`src/rtl/wash_sequencer.sv`:
```
// wash_sequencer: FILL/WASH/RINSE/SPIN phase timer with pause, abort and a one-cycle done pulse.
// Latency: start/abort/pause take effect on the next clk edge; phases step on 1-second prescaler ticks.
// No backpressure: pulse inputs are acted on in the cycle they arrive. `DOOR_LOCK_EN adds a door interlock.
module wash_sequencer #(
    parameter int TICK_DIV = 100000000,
    parameter int FILL_S   = 3,
    parameter int WASH_S   = 6,
    parameter int RINSE_S  = 4,
    parameter int SPIN_S   = 5
) (
    input  logic       clk,
    input  logic       rst,
    input  logic       start,
    input  logic [1:0] mode,
    input  logic       pause_pos,
    input  logic       abort_pos,
    input  logic       ack,
`ifdef DOOR_LOCK_EN
    input  logic       door_open,
    output logic       door_alarm,
`endif
    output logic [2:0] phase,
    output logic [7:0] sec_left,
    output logic [7:0] phase_light,
    output logic       busy,
    output logic       paused,
    output logic       done
);

    localparam logic [2:0] P_IDLE  = 3'd0;
    localparam logic [2:0] P_FILL  = 3'd1;
    localparam logic [2:0] P_WASH  = 3'd2;
    localparam logic [2:0] P_RINSE = 3'd3;
    localparam logic [2:0] P_SPIN  = 3'd4;
    localparam logic [2:0] P_DONE  = 3'd5;

    localparam int             CW       = $clog2(TICK_DIV);
    localparam logic [CW-1:0]  TICK_TOP = CW'(TICK_DIV - 1);
    localparam logic [CW-1:0]  BLNK_TOP = CW'(TICK_DIV / 2 - 1);

    logic [2:0]    phase_q, phase_n;
    logic [7:0]    sec_q, sec_n;
    logic [CW-1:0] presc_q, presc_n;
    logic [CW-1:0] blink_cnt_q;
    logic          blink_q;
    logic          paused_q, paused_n;
    logic [1:0]    mode_q, mode_n;
    logic          done_q, done_n;
    logic          busy_c, tick, start_ok, door_hold;
    logic [7:0]    onehot;

    // Seconds product saturates at 255; a zero product still runs the phase for 1 second.
    function automatic logic [7:0] dur8(input int unsigned secs, input logic [1:0] size);
        logic [31:0] p;
        p = secs * 32'(size);
        if (p == 32'd0)
            return 8'd1;
        else if (p > 32'd255)
            return 8'hFF;
        else
            return p[7:0];
    endfunction

    function automatic logic is_busy(input logic [2:0] ph);
        return (ph >= P_FILL) && (ph <= P_SPIN);
    endfunction

`ifdef DOOR_LOCK_EN
    assign door_hold = door_open;
`else
    assign door_hold = 1'b0;
`endif

    assign busy_c   = is_busy(phase_q);
    assign tick     = busy_c && !paused_q && (presc_q == TICK_TOP);
    assign start_ok = start && (phase_q == P_IDLE || phase_q == P_DONE) && !door_hold;

    always_comb begin
        phase_n  = phase_q;
        sec_n    = sec_q;
        presc_n  = presc_q;
        paused_n = paused_q;
        mode_n   = mode_q;
        done_n   = 1'b0;
        if (abort_pos && busy_c) begin
            phase_n  = P_IDLE;
            sec_n    = 8'd0;
            paused_n = 1'b0;
            presc_n  = '0;
        end else if (start_ok) begin
            mode_n   = mode;
            presc_n  = '0;
            paused_n = 1'b0;
            if (mode == 2'b00) begin
                phase_n = P_SPIN;
                sec_n   = dur8(SPIN_S, 2'd1);
            end else begin
                phase_n = P_FILL;
                sec_n   = dur8(FILL_S, mode);
            end
        end else begin
            if (phase_q == P_DONE && ack)
                phase_n = P_IDLE;
            if (busy_c && !paused_q)
                presc_n = tick ? '0 : presc_q + CW'(1);
            if (tick) begin
                if (sec_q > 8'd1) begin
                    sec_n = sec_q - 8'd1;
                end else begin
                    case (phase_q)
                        P_FILL:  begin phase_n = P_WASH;  sec_n = dur8(WASH_S, mode_q);  end
                        P_WASH:  begin phase_n = P_RINSE; sec_n = dur8(RINSE_S, mode_q); end
                        P_RINSE: begin phase_n = P_SPIN;  sec_n = dur8(SPIN_S, 2'd1);    end
                        P_SPIN:  begin phase_n = P_DONE;  sec_n = 8'd0; done_n = 1'b1;   end
                        default: ;
                    endcase
                end
            end
            // Pause toggles after the tick has been applied; an open door blocks resuming.
            if (pause_pos && is_busy(phase_n) && !(paused_q && door_hold))
                paused_n = !paused_q;
            if (!is_busy(phase_n))
                paused_n = 1'b0;
        end
        if (is_busy(phase_n) && door_hold)
            paused_n = 1'b1;
    end

    always_ff @(posedge clk or negedge rst) begin
        if (!rst) begin
            phase_q  <= P_IDLE;
            sec_q    <= 8'd0;
            presc_q  <= '0;
            paused_q <= 1'b0;
            mode_q   <= 2'b00;
            done_q   <= 1'b0;
        end else begin
            phase_q  <= phase_n;
            sec_q    <= sec_n;
            presc_q  <= presc_n;
            paused_q <= paused_n;
            mode_q   <= mode_n;
            done_q   <= done_n;
        end
    end

    // Free-running half-second toggle drives the paused blink.
    always_ff @(posedge clk or negedge rst) begin
        if (!rst) begin
            blink_cnt_q <= '0;
            blink_q     <= 1'b0;
        end else if (blink_cnt_q == BLNK_TOP) begin
            blink_cnt_q <= '0;
            blink_q     <= !blink_q;
        end else begin
            blink_cnt_q <= blink_cnt_q + CW'(1);
        end
    end

`ifdef DOOR_LOCK_EN
    always_ff @(posedge clk or negedge rst) begin
        if (!rst)
            door_alarm <= 1'b0;
        else
            door_alarm <= is_busy(phase_n) && door_open;
    end
`endif

    always_comb begin
        case (phase_q)
            P_FILL:  onehot = 8'h01;
            P_WASH:  onehot = 8'h02;
            P_RINSE: onehot = 8'h04;
            P_SPIN:  onehot = 8'h08;
            P_DONE:  onehot = 8'h80;
            default: onehot = 8'h00;
        endcase
        phase_light = paused_q ? (onehot & {8{blink_q}}) : onehot;
    end

    assign phase    = phase_q;
    assign sec_left = sec_q;
    assign busy     = busy_c;
    assign paused   = paused_q;
    assign done     = done_q;

endmodule

```
`config.mk`:
```
export PLATFORM = sky130hd
export DESIGN_NAME = wash_sequencer
export DESIGN_NICKNAME = d
export VERILOG_FILES = /design/src/rtl/wash_sequencer.sv
export SDC_FILE = /design/constraint.sdc
export NUM_CORES = 1
export LEC_CHECK = 0
export CORE_MARGIN = 2
export CORE_UTILIZATION = 59
export CTS_CLUSTER_SIZE = 16
export DETAILED_ROUTE_END_ITERATION = 8
export PLACE_DENSITY = 0.84
export REMOVE_ABC_BUFFERS = 1
export SYNTH_ARGS = -nofsm -noshare
export SYNTH_HDL_FRONTEND = slang
export SYNTH_SLANG_ARGS = --single-unit
```
`constraint.sdc`:
```
create_clock -name clk -period 2.7 [get_ports clk]
set_clock_uncertainty 0.15 [all_clocks]
set_input_delay 0.27 -clock clk [delete_from_list [all_inputs] [get_ports clk]]
set_output_delay 0.27 -clock clk [all_outputs]
set_load 0.05 [all_outputs]
```
After elaboration in Yosys (flattened, before gate mapping)
Cells that the tools add are included.
W data, S select, Z words.
- register bits: 70
- bits of input ports: 8
- output and inout port bits: 22
- $add $sub $neg: 3
- multipliers: 2
- order comparisons: 5
- equality and inequality tests: 8
- multiplexer cells: 34
- bitwise logic cells: 2
- reduce and logical (&&, ||, !) cells: 21
- operators with widths (cell ; number):
    $mux W27 ; 5
    $add A27 B1 Y27 const B ; 2
    $mux W8 ; 5
    $pmux W8 S5 ; 1
    $pmux W8 S4 ; 1
    $eq A27 B26 Y1 const B ; 1
    $eq A27 B27 Y1 const B ; 1
    $mux W3 ; 8
    $mux W4 ; 3
    $pmux W3 S4 ; 1
    $logic_not A5 Y1 ; 2
    $mux W1 ; 9
    $and A8 B8 Y8 ; 1
    $gt A8 B1 Y1 const B ; 1
    $logic_and A1 B1 Y1 ; 8
    $mul A2 B2 Y4 const A ; 2
    $sub A8 B1 Y8 const B ; 1
    $reduce_bool A7 Y1 ; 1
    $eq A3 B2 Y1 const B ; 2
    $eq A3 B3 Y1 const B ; 2
    $ge A3 B1 Y1 const B ; 2
    $le A3 B3 Y1 const B ; 2
    $reduce_bool A3 Y1 ; 2
    $mux W5 ; 1
    9 further kinds ; 11

Longest topological paths before layout
- depth after elaboration: 15
- mapped depth: 9
- mapped depth without buffers: 8

Worst setup path after synthesis
No wires, ideal clock.
- path type: flip-flop to output port
- from: register phase_q[0], in the netlist phase[0]
- to: output phase_light[0]
- arrival: 2.000 ns
- data required time: 2.280 ns
- path slack: 0.280 ns
- cell stages (with the launch flop): 6
- buffers on the path: 2
- cell sequence: dfrtp_1 buf_6 clkbuf_1 nor2b_1 nand2_1 nor2_1
- word-level cells in the longest chain between the ends: 4
- elaborated cells between the ends (all ways): 8
- classes of those cells: eq/ne: 5; mux: 2; bitwise: 1
- RTL lines (what ; RTL line ; text):
    from (decl) ; 41 ; logic [2:0] phase_q, phase_n;
    from (signal assigned) ; 138 ; phase_q <= phase_n;
    $eq A3 B3 Y1 (tied with other cells) ; 170 ; case (phase_q)
    $pmux W8 S5 (*) ; 170 ;
    $and A8 B8 Y8 ; 178 ; phase_light = paused_q ? (onehot & {8{blink_q}}) : onehot;
    $mux W8 (*) ; 178 ;
    to (decl) ; 24 ; output logic [7:0] phase_light,
Mark *: on every way between the ends. The rest lies on a longest branch, timed or not.

Final worst setup path
- from: register phase_q[0], in the netlist phase[0]
- to: output phase_light[3]
The elaborated chain is that of the path after synthesis.

==> impl_metrics.json <==
{
  "htree_levels": 3,
  "fp-row-count": 30,
  "pwr_density_cell_nw_per_um2": 823,
  "layout_setup_ws_ps": 209,
  "maxSlewHeadroom_pct": 41.8,
  "syn_inst": 448,
  "worst_pin_slew_ps": 874,
  "syn_to_final_growth_pct": 14.5,
  "critPathMaxFanout": 15,
  "vias": 3416,
  "ys_ff_latch": 70,
  "timing.final.crit_share_pct": 92.3,
  "root_buffer": "clkbuf_8",
  "min_period_ps": 2490,
  "mostFrequentLayoutCell": "dfrtp_1",
  "timing.final.hold_violations": 0,
  "dp_cells": 557,
  "first_global_vias": 3388,
  "cts_sinks": 70,
  "drv_slew": 0,
  "synth_edf_count": 0,
  "nets": 492,
  "grt_max_degree": 71,
  "ios": 30,
  "crit_path_start_kind": "flip-flop",
  "yosys.cell_types.count": 61,
  "overflow": 0,
  "gp_congestion": 0.862,
  "rsz0062_at_grt": "no",
  "ys_seq_area_share_pct": 42.5,
  "max-vdd-ir-drop_v": 0.000368,
  "fin_total_pwr_mw": 3.88,
  "async_reset_ff_share_pct": 100,
  "fp.dieH_um": 87.6,
  "criticalPathCategory": "reg -> out",
  "critPathArrivalTime_ps": 2070,
  "grt_pass1_wl_um": 15500,
  "dieArea_um2": 7670,
  "ant_nets": 0,
  "drive_gt1_share_pct": 9.00,
  "end_kind": "primary output",
  "syn_avg_cell_area_um2": 9.20,
  "layout_common_cells": "69 x dfrtp_1, 58 x nor2_1, 35 x nand2_1, 27 x xnor2_1, 22 x xor2_1",
  "drt_first_pass_iters": 5,
  "viasPerCell": 5.95,
  "fp.dieW_um": 87.6,
  "cts_tree": "yes",
  "post_drt_wl_per_cell_um": 15.9,
  "clock_latency_ps": 370,
  "cts_setup_buffers": 0,
  "cts_buffer_depth": 2,
  "clk_pin_slew_worst_paths_ps": 80,
  "antenna_found_initial": 0,
  "fp.coreArea_um2": 6790,
  "synth-warning-count": 0,
  "numPortBuffers": 26,
  "netlist_area_um2": 4120,
  "hpwl_um": 6160,
  "hold_path_class": "reg -> reg",
  "drv_cap": 0,
  "setup_tns_ps": 0,
  "cts_buffers": 9,
  "ys.flop_type": "dfrtp_1",
  "stdcell_count": 574,
  "max_freq_ghz": 0.401,
  "drt-initial-drc-count": 240,
  "drc": 0,
  "required_ps": 2280,
  "num_antenna_cells": 0,
  "leakage_nw": 2.02,
  "initial_core_util_pct": 60.6,
  "status": "finished, final reports clean",
  "setup_viol": 0,
  "post-place-ws_ps": 302,
  "track_usage_pct": 25.9,
  "wl_um": 9150
}
==> cells by family (layout without fill, tap and decap cells) <==
group,Yosys count,in the layout,synth area share [%]
simple gates,202,202,26.1
compound gates,76,76,12.9
flops,70,70,42.5
xor+xnor,49,49,10.4
buf+inv,39,67,4.59
fa+ha+maj,11,11,3.34
other cells,1,3,0.0910
==> critical path, stage by stage, from the launching register on <==
cell and delay [ps]:
dfrtp_1 540, nor2_1 190, and3_1 160, clkdlybuf4s50_1 800
==> stage by stage <==
stage | cell area (um^2) | util (%) | hold WS, ps
6_report | 4720 | 69.4 | 344
5_1_grt | 4720 | 69.4 | 380
4_1_cts | 4710 | 69.3 | 346
3_5_place_dp | 4440 | 65.3 | 331
3_3_place_gp | 4440 | 65.3 | 313
2_1_floorplan | 3990 | - | -176
==> layer usage <==
layer	vias up	global-route usage (%)	part of all wire, %
li1	1629	-	-
met1	1662	32.0	43
met2	100	44.2	50
met3	25	5.28	4.4
met4	0	11.2	2.5
met5	-	0	0
==> synth_stat cells, drive strengths merged (2+ instances only) <==
cell	number	share of area (%)
a211oi	2	0.36
a21oi	19	2.3
a31oi	3	0.46
and2	9	1.4
and3	14	2.2
and4	9	2.0
buf	14	2.3
clkbuf	11	1.0
dfrtp	70	43
ha	11	3.3
inv	14	1.3
nand2	36	3.3
nand2b	6	0.91
nand3	19	2.3
nand3b	2	0.36
nand4	19	3.0
nor2	58	5.3
nor2b	4	0.61
nor3	8	1.1
nor3b	3	0.55
nor4	5	0.91
nor4b	3	0.64
o2111ai	7	1.5
o211ai	5	0.91
o21ai	19	2.3
o22ai	2	0.46
o31ai	5	0.91
or3	4	0.73
xnor2	27	5.7
xor2	22	4.7
==> layout make-up <==
| class | instances | area (um^2) |
|---|---|---|
| clock buffer | 10 | 128 |
| multi-input combinational | 341 | 2190 |
| fill | 527 | 2080 |
| clock inverter | 6 | 134 |
| tap | 96 | 120 |
| timing repair buffer | 37 | 343 |
| sequential | 70 | 1750 |
| inverter | 14 | 52.6 |
==> where the power goes <==
| part | internal [mW] | switching, mW | leakage (nW) |
|---|---|---|---|
| registers | 1.13 | 0.140 | 0.946 |
| logic | 0.510 | 0.968 | 0.945 |
| clock network | 0.707 | 0.424 | 0.130 |
| total | 2.35 | 1.53 | 2.02 |
==> sequential cells by signal, summed over array words and instances, names as in the netlist <==
name,flops
blink_q,1
blink_cnt_q,27
sec_left,8
presc_q,27
done,1
phase,3
paused,1
mode_q,2
==> worst paths after layout <==
| kind | depth (start not counted) | start | slack, ps | to |
|---|---|---|---|---|
| setup / recovery | 3 | phase[0] | 210 | phase_light[3] |
| hold / removal | 1 | blink_cnt_q[4] | 340 | blink_cnt_q[4] |
| setup reg to reg | 6 | presc_q[8] | 430 | presc_q[24] |
| hold reg to reg | 1 | blink_cnt_q[4] | 340 | blink_cnt_q[4] |
| max in group asynchronous | 3 | rst | 1290 | phase[2] |
| min in group asynchronous | 3 | rst | 490 | mode_q[1] |
==> what timing repair did <==
item	CTS	global route
hold buffers	1	0
hold endpoints to repair	10	0
setup endpoints to repair	1	3
gates resized for setup	1	3
pin swaps	0	0
Note: power is estimated with default switching activity, not from simulation.
